--- src/rtl/vecmac_accum.sv ---
// ============================================================================
// vecmac_accum
// ----------------------------------------------------------------------------
// Downstream reduction and accumulation stage for the 4-lane 8x8 unsigned
// multiplier. Each accepted beat carries four 16-bit lane products. The stage
// adds them into one 18-bit beat sum in a register stage (S1). It then adds
// that sum into a saturating accumulator over cfg_len beats and presents one
// dot-product result per vector on a valid/ready output.
//
// Handshake semantics (input and output sides alike):
//   A transfer happens on a rising clk edge where valid && ready are both high.
//   valid never depends on ready. On the output side, out_valid/out_acc/out_ovf
//   stay stable while out_valid && !out_ready. On the input side, in_ready is
//   a pure function of internal state and out_ready, and never of in_valid.
//   A beat presented while in_ready is low is discarded, and the sticky
//   drop_err flag records that it happened.
//
// Ports:
//   clk        rising-edge clock
//   rst        synchronous active-high reset
//   cfg_len    beats per vector; sampled only when a vector starts; 0 acts as 1
//   in_valid   product beat valid
//   in_ready   stage can take a beat this cycle
//   product    {p3,p2,p1,p0}, four 16-bit unsigned lane products (p0 = [15:0])
//   out_valid  dot-product result valid
//   out_ready  consumer accepts the result
//   out_acc    dot-product result (saturating, ACC_W bits)
//   out_ovf    result saturated; qualified by out_valid
//   drop_err   sticky: a beat arrived while in_ready was low
//   dbg_state  current FSM state (IDLE=0, ACC=1, DONE=2) for observation
// ============================================================================
module vecmac_accum #(
  parameter int ACC_W = 32,
  parameter int LEN_W = 16
) (
  input  logic              clk,
  input  logic              rst,
  input  logic [LEN_W-1:0]  cfg_len,
  input  logic              in_valid,
  output logic              in_ready,
  input  logic [63:0]       product,
  output logic              out_valid,
  input  logic              out_ready,
  output logic [ACC_W-1:0]  out_acc,
  output logic              out_ovf,
  output logic              drop_err,
  output logic [1:0]        dbg_state
);

  // Four 16-bit lanes sum to at most 4*65025 = 260100, so 18 bits always fit.
  localparam int SUM_W = 18;

  typedef enum logic [1:0] {
    IDLE = 2'd0,
    ACC  = 2'd1,
    DONE = 2'd2
  } state_t;

  state_t             state_q;
  state_t             state_d;

  // S1 register stage: one reduced beat waiting for the accumulator.
  logic               s1_valid;
  logic [SUM_W-1:0]   s1_sum;

  // Accumulator datapath.
  logic [ACC_W-1:0]   acc;
  logic [LEN_W-1:0]   cnt;
  logic [LEN_W-1:0]   len_q;
  logic               ovf;
  logic               drop_q;

  // Combinational helpers.
  logic               stall;
  logic               accept;
  logic               consume;
  logic               start_vec;
  logic               step_vec;
  logic [SUM_W-1:0]   lane_sum;
  logic [LEN_W-1:0]   cfg_eff;
  logic [ACC_W:0]     sum_ext;
  logic               sat;

  // --------------------------------------------------------------------------
  // Beat reduction: zero-extend each lane before adding so no carry is lost.
  // --------------------------------------------------------------------------
  assign lane_sum = {2'b00, product[15:0]}
                  + {2'b00, product[31:16]}
                  + {2'b00, product[47:32]}
                  + {2'b00, product[63:48]};

  // A finished result that the consumer is refusing blocks the accumulator.
  // The S1 beat sitting behind it must then be held. A new beat can only be
  // taken while S1 is still free.
  assign stall    = (state_q == DONE) && !out_ready;
  assign in_ready = !(s1_valid && stall);
  assign accept   = in_valid && in_ready;
  assign consume  = s1_valid && !stall;

  // A zero length would never terminate, so it runs as a single-beat vector.
  assign cfg_eff  = (cfg_len == '0) ? LEN_W'(1) : cfg_len;

  // One extra bit on the adder exposes the carry that signals saturation.
  assign sum_ext  = {1'b0, acc} + {{(ACC_W + 1 - SUM_W){1'b0}}, s1_sum};
  assign sat      = sum_ext[ACC_W];

  // --------------------------------------------------------------------------
  // FSM next-state and control strobes.
  // start_vec : load acc with the S1 beat and open a new vector.
  // step_vec  : fold the S1 beat into the running vector.
  // --------------------------------------------------------------------------
  always_comb begin
    state_d   = state_q;
    start_vec = 1'b0;
    step_vec  = 1'b0;
    unique case (state_q)
      IDLE: begin
        if (s1_valid) begin
          start_vec = 1'b1;
          state_d   = (cfg_eff == LEN_W'(1)) ? DONE : ACC;
        end
      end
      ACC: begin
        if (s1_valid) begin
          step_vec = 1'b1;
          // cnt counts beats already folded in; this beat is number cnt+1.
          if ((cnt + LEN_W'(1)) == len_q) begin
            state_d = DONE;
          end
        end
      end
      DONE: begin
        if (out_ready) begin
          if (s1_valid) begin
            // The result leaves this cycle and the waiting beat opens the
            // next vector immediately, so there is no bubble between vectors.
            start_vec = 1'b1;
            state_d   = (cfg_eff == LEN_W'(1)) ? DONE : ACC;
          end else begin
            state_d = IDLE;
          end
        end
      end
      default: begin
        state_d = IDLE;
      end
    endcase
  end

  // --------------------------------------------------------------------------
  // State, S1 stage and accumulator registers.
  // --------------------------------------------------------------------------
  always_ff @(posedge clk) begin
    if (rst) begin
      state_q  <= IDLE;
      s1_valid <= 1'b0;
      s1_sum   <= '0;
      acc      <= '0;
      cnt      <= '0;
      len_q    <= LEN_W'(1);
      ovf      <= 1'b0;
      drop_q   <= 1'b0;
    end else begin
      state_q <= state_d;

      // S1: a new beat overwrites only a slot that is free or being drained.
      // Otherwise the slot empties when consumed, or holds while stalled.
      if (accept) begin
        s1_valid <= 1'b1;
        s1_sum   <= lane_sum;
      end else if (consume) begin
        s1_valid <= 1'b0;
      end

      if (in_valid && !in_ready) begin
        drop_q <= 1'b1;
      end

      if (start_vec) begin
        acc   <= {{(ACC_W - SUM_W){1'b0}}, s1_sum};
        cnt   <= LEN_W'(1);
        len_q <= cfg_eff;
        ovf   <= 1'b0;
      end else if (step_vec) begin
        cnt <= cnt + LEN_W'(1);
        if (sat) begin
          acc <= '1;
          ovf <= 1'b1;
        end else begin
          acc <= sum_ext[ACC_W-1:0];
        end
      end
    end
  end

  // --------------------------------------------------------------------------
  // Outputs. The result is driven straight from the accumulator. acc only
  // changes on start_vec/step_vec, and neither fires in DONE unless
  // out_ready is high, so the result stays stable while stalled.
  // --------------------------------------------------------------------------
  assign out_valid = (state_q == DONE);
  assign out_acc   = acc;
  assign out_ovf   = ovf;
  assign drop_err  = drop_q;
  assign dbg_state = state_q;

endmodule

--- config.mk ---
export PLATFORM = sky130hd
export DESIGN_NAME = vecmac_accum
export DESIGN_NICKNAME = d
export VERILOG_FILES = /design/src/rtl/vecmac_accum.sv
export SDC_FILE = /design/constraint.sdc
export NUM_CORES = 1
export LEC_CHECK = 0
export CAP_MARGIN = 0
export CORE_UTILIZATION = 26
export CTS_BUF_LIST = sky130_fd_sc_hd__clkbuf_8
export DETAILED_ROUTE_END_ITERATION = 8
export PLACE_DENSITY = 0.42
export SLEW_MARGIN = 20
export SYNTH_ARGS = -nofsm -noshare
export SYNTH_HDL_FRONTEND = slang
export SYNTH_SLANG_ARGS = --single-unit
--- constraint.sdc ---
create_clock -name clk -period 4.6 [get_ports clk]
set_input_delay 1.15 -clock clk [delete_from_list [all_inputs] [get_ports clk]]
set_output_delay 1.15 -clock clk [all_outputs]
set_load 0.005 [all_outputs]
### Word level (Yosys, flattened, before mapping)

Cells that the tools add are included.

| word-level totals | value |
|---|---|
| logic and storage cells | 57 |
| flip-flop bits (word level) | 87 |

| cells by class | value |
|---|---|
| mux-type cells | 19 |
| add/sub/neg operators | 5 |
| equal/unequal tests | 8 |
| reduce and logical (&&, ||, !) cells | 15 |

Operators with widths:

| operator | count |
|---|---|
| two-way mux 18 bit | 2 |
| adder 32 x 18 -> 33 bit | 1 |
| two-way mux 32 bit | 1 |
| adder 17 x 16 -> 18 bit | 1 |
| adder 18 x 16 -> 18 bit | 1 |
| adder 16 x 16 -> 17 bit | 1 |
| adder 16 x 1 -> 16 bit (second input constant) | 1 |
| == test 16 x 1 -> 1 bit (second input constant) | 1 |
| == test 16 bit | 1 |
| logical NOT 16 bit | 1 |
| two-way mux 16 bit | 1 |
| two-way mux 2 bit | 6 |
| two-way mux 1 bit | 7 |
| != test 2 bit (second input constant) | 3 |
| case mux 2 bit (3 select lines) | 1 |
| logical AND 1 bit | 5 |
| AND reduction 4 bit | 1 |
| nonzero test 2 bit | 2 |
| logical NOT 1 bit | 3 |
| == test 2 x 1 -> 1 bit (second input constant) | 1 |
| == test 2 bit (second input constant) | 1 |
| logical NOT 2 bit | 1 |
| != test 2 x 1 -> 1 bit (second input constant) | 1 |
| case mux 1 bit (2 select lines) | 1 |
| 2 further kinds | 2 |

### Depth between registers and ports, before layout

| logic depth | value |
|---|---|
| word-level depth | 7 |
| depth in mapped cells | 13 |

### Worst setup path before layout

OpenSTA, ideal clock, no wires.

| timing path | value |
|---|---|
| kind | input port to flip-flop |
| start point | input port product[1] |
| end point | register s1_sum[11] |
| arrival time | 3.894 ns |
| stages on the path | 13 |
| required time | 4.468 ns |
| library setup time | 0.132 ns |
| slack | 0.574 ns |
| path buffers | 0 |
| cells stage by stage | inv_1 fa_1 inv_1 fa_1 ha_1 fa_1 a211oi_1 o21ai_0 a31oi_1 o211ai_1 xor2_1 nand2_1 a21oi_1 |

| between the ends | value |
|---|---|
| cells in the longest elaborated chain, start to end | 3 |

RTL lines:

| item | RTL line | source |
|---|---|---|
| start, declared | 41 | `input logic [63:0] product,` |
| adder 16 x 16 -> 17 bit | 88 | `+ {2'b00, product[31:16]}` |
| adder 17 x 16 -> 18 bit | 89 | `+ {2'b00, product[47:32]}` |
| adder 18 x 16 -> 18 bit | 90 | `+ {2'b00, product[63:48]};` |
| end signal, assigned | 170 | `s1_sum <= lane_sum;` |
| end, declared | 64 | `logic [SUM_W-1:0] s1_sum;` |

No other way between the ends.
A chain may end at the register's enable or synchronous reset.

### Final worst setup path

| timing path | value |
|---|---|
| start point | input port product[1] |
| end point | register s1_sum[15] |

The elaborated chain is that of the path after synthesis.

==> summary.md <==
| Metric | Value |
|---|---|
| Via count | `5964` |
| Post-synth ARST share | `0%` |
| CTS buffer count | `9` |
| Post-Synth Adder-Cell Area | `16.9%` |
| Cells after Synth | `833` |
| Final WL | `18.1 mm` |
| GRT Total Usage | `14.6%` |
| Die ar. | `0.0259 mm^2` |
| Final Cycle Share | `92.5%` |
| Worst skew pair latency | `0.38 ns` |
| Vias per cell | `4.67` |
| DR iter-0 viols | `288` |
| Syn_nets | `986` |
| Placed Area | `0.00817 mm^2` |
| Synth area leaders | `dfxtp_1, fa_1, ha_1` |
| I/O pins | `122` |
| Port bufs | `121` |
| Req. time, crit path | `4.93 ns` |
| Compound-cell area share of the yosys netlist | `20.4%` |
| Clk buf depth | `2` |
| Arrival @ worst endpoint | `4.58 ns` |
| Utilization after layout | `34.1%` |
| Max Cap Viol | `0` |
| Share of cells above drive strength 1 | `5.04%` |
| GPL Wtd Cong | `0.807` |
| Cts hold-fix bufs | `0` |
| Synth Area in Simple Gates | `20.3%` |
| Largest fanout on the critical path | `3` |
| Register Area | `0.00174 mm^2` |
| Post-Synth XOR/XNOR Area | `7.20%` |
| GR Util met3 | `2.05%` |
| Fin crit period | `4.25 ns` |
| Final Instance Area | `0.00836 mm^2` |
| Setup tns final | `0 ns` |
| Pwr Total | `2.39 mW` |
| Synth Register Bits | `87` |
| Area grow syn2layout | `27.2%` |
| Fin nets | `1103` |
| Clock network fraction of design power | `22.4%` |
| Top FF cell, synth | `dfxtp_1` |
| Sw Ratio | `35.5%` |
| Worst hold margin | `0.483 ns` |
| Static leakage | `3.40 nW` |
| Fillers | `2671` |
| Syn_area_per_cell | `7.89 um^2` |
| Wirelength per Cell | `14.2 um` |
| Pwr/cell area | `286 mW/mm^2` |
| Worst-margin pin slew | `0.954 ns` |
| Core box area | `0.0245 mm^2` |
| Rel. slew slack | `36.1%` |
| Final slew viol count | `0` |
| DRT antenna net count | `0` |
| WS Path Type | `in2reg` |
| Worst ir drop on vdd | `0.000122 V` |
| Flop pwr share | `36.7%` |
| Drt first pass iters | `4` |
| Die width | `161 um` |
| Post-synthesis mux area share | `0.609%` |
| DP Worst Slack | `-0.192 ns` |
| Final WS setup | `0.347 ns` |
| Die H | `161 um` |
| CP endpoint kind | `register` |
| First-pass GRT wire length | `30.4 mm` |
| Peak Freq | `0.235 GHz` |
| Post-Layout Cell Count | `1277` |
| DRC Markers | `0` |
| Initial antenna violation count | `0` |
| Nature of the critical path startpoint | `input pin` |
| Vias in the first global route | `5858` |
| Area of the multi-input gates | `0.00432 mm^2` |
| CTS tree | `done` |
| Worst Hold Class | `reg2reg` |
| Ant. Diodes | `0` |
| Switching pwr | `0.851 mW` |
| Row cnt | `57` |
| Commonest cells in the netlist | `inv_1, nand2_1, dfxtp_1` |
| Synth cell types | `68` |
| Root Driver | `clkbuf_8` |
| Setup repair after global routing missed its margin | `false` |
| EDFF count, synth | `0` |
| Overflow after GRT | `0` |
| Largest family of logic cells by synthesized area | `compound AO/OA/AOI/OAI gates` |
| Top cell type by total area after synthesis | `dfxtp_1` |
| Largest net degree at the start of global routing | `30` |
| CTS Sinks | `87` |
| Logic gate share of total power | `41.0%` |
| Worst-path clk slew | `0.09 ns` |
| Top cell type's share of synthesized area | `26.5%` |
| Count leader, synth | `inv_1` |
| Synth warn | `0` |
| GR Util met1 | `19.8%` |
| Synthesized area | `0.00657 mm^2` |
| H-tree depth | `3` |
| Register area share after synthesis | `26.5%` |
| Final Hold Vio Count | `0` |
| Final Skew | `0.0153 ns` |
| M2 GR Usage | `24.0%` |
| Endpoints failing setup | `0` |
| Total placed cells including tap cells | `1263` |
| Starting density of the core | `26.8%` |
| Status | `finished clean` |
| Int Pwr | `1.54 mW` |
| Busiest grt layer | `met2` |
| Hpwl dp | `14.3 mm` |
==> worst max-delay path: stages <==
cell             delay (ns)
clkdlybuf4s50_1        0.45
inv_1                  0.05
fa_1                   0.52
inv_1                  0.05
fa_1                   0.45
ha_1                   0.24
fa_1                   0.41
a211oi_2               0.28
o21ai_0                0.18
nand2_1                0.10
o21a_1                 0.16
o21ai_1                0.12
nor4b_1                0.28
a211o_1                0.14
==> placed cells by master, fill, tap and decap left out, drive strengths merged, types with 11 or more instances in the layout <==
master and instances:
ha 36, a21oi 82, fa 33, buf 18
nor3 20, o21ai 32, a211oi 27, nor2 60
inv 105, xor2 28, nand2 98, xnor2 26
clkdlybuf4s50 120, nand3 18, o22ai 11, dfxtp 87
==> routing by layer <==
metal  up-vias  share of wire, %
li1       3096                 -
met1      2767                50
met2        90                46
met3        11               3.0
met4         0               1.2
met5         -                 0
==> worst paths after layout <==
path,from,to,slack [ns],depth (start not counted)
worst min-delay path,len_q[10]$_SDFFE_PP0P_,len_q[10]$_SDFFE_PP0P_,0.48,2
worst min register to register,len_q[10]$_SDFFE_PP0P_,len_q[10]$_SDFFE_PP0P_,0.48,2
worst max register to register,out_acc[0]$_SDFFE_PP0P_,out_acc[14]$_SDFFE_PP0P_,1.32,9
worst max-delay path,product[1],s1_sum[15]$_SDFFE_PP0P_,0.35,14
==> power by group through the flow <==
stage | combinational, mW | clock (mW) | sequential (mW)
after floorplan | 0.683 | 0 | 0.872
after global placement | 0.987 | 0 | 0.897
after detailed placement | 0.977 | 0 | 0.896
after CTS | 0.987 | 0.559 | 0.879
after global routing | 1.13 | 0.586 | 0.888
final | 0.981 | 0.535 | 0.877
==> what timing repair did <==
item / 4_1_cts / 5_1_grt
gates resized for setup: 0 / 3
setup buffers: 0 / 0
endpoints found under the setup margin: 0 / 3
==> registers in the layout, summed over array words and instances (netlist names) <==
| register | flops |
|---|---|
| out_acc | 32 |
| cnt | 16 |
| s1_sum | 18 |
| len_q | 16 |
| dbg_state | 2 |
| drop_err | 1 |
| out_ovf | 1 |
| s1_valid | 1 |
==> area by class of cell <==
| type | instances | area share, % |
|---|---|---|
| Tap cell | 324 | 4.85 |
| Multi-Input combinational cell | 612 | 51.6 |
| Clock buffer | 10 | 1.65 |
| Sequential cell | 87 | 20.8 |
| Timing Repair Buffer | 138 | 16.0 |
| Inverter | 102 | 4.58 |
| Clock inverter | 4 | 0.494 |
==> logic make-up (layout without fill, tap and decap cells) <==
family,count (synthesis),count (layout)
adders and majority gates,69,69
muxes,4,4
and+or+nand+nor,271,271
buffers and inverters,134,254
DFF,87,87
xor gates and xnor gates,54,54
AOI/OAI and AO/OA,214,214
Note: power is estimated with default switching activity, not from simulation.
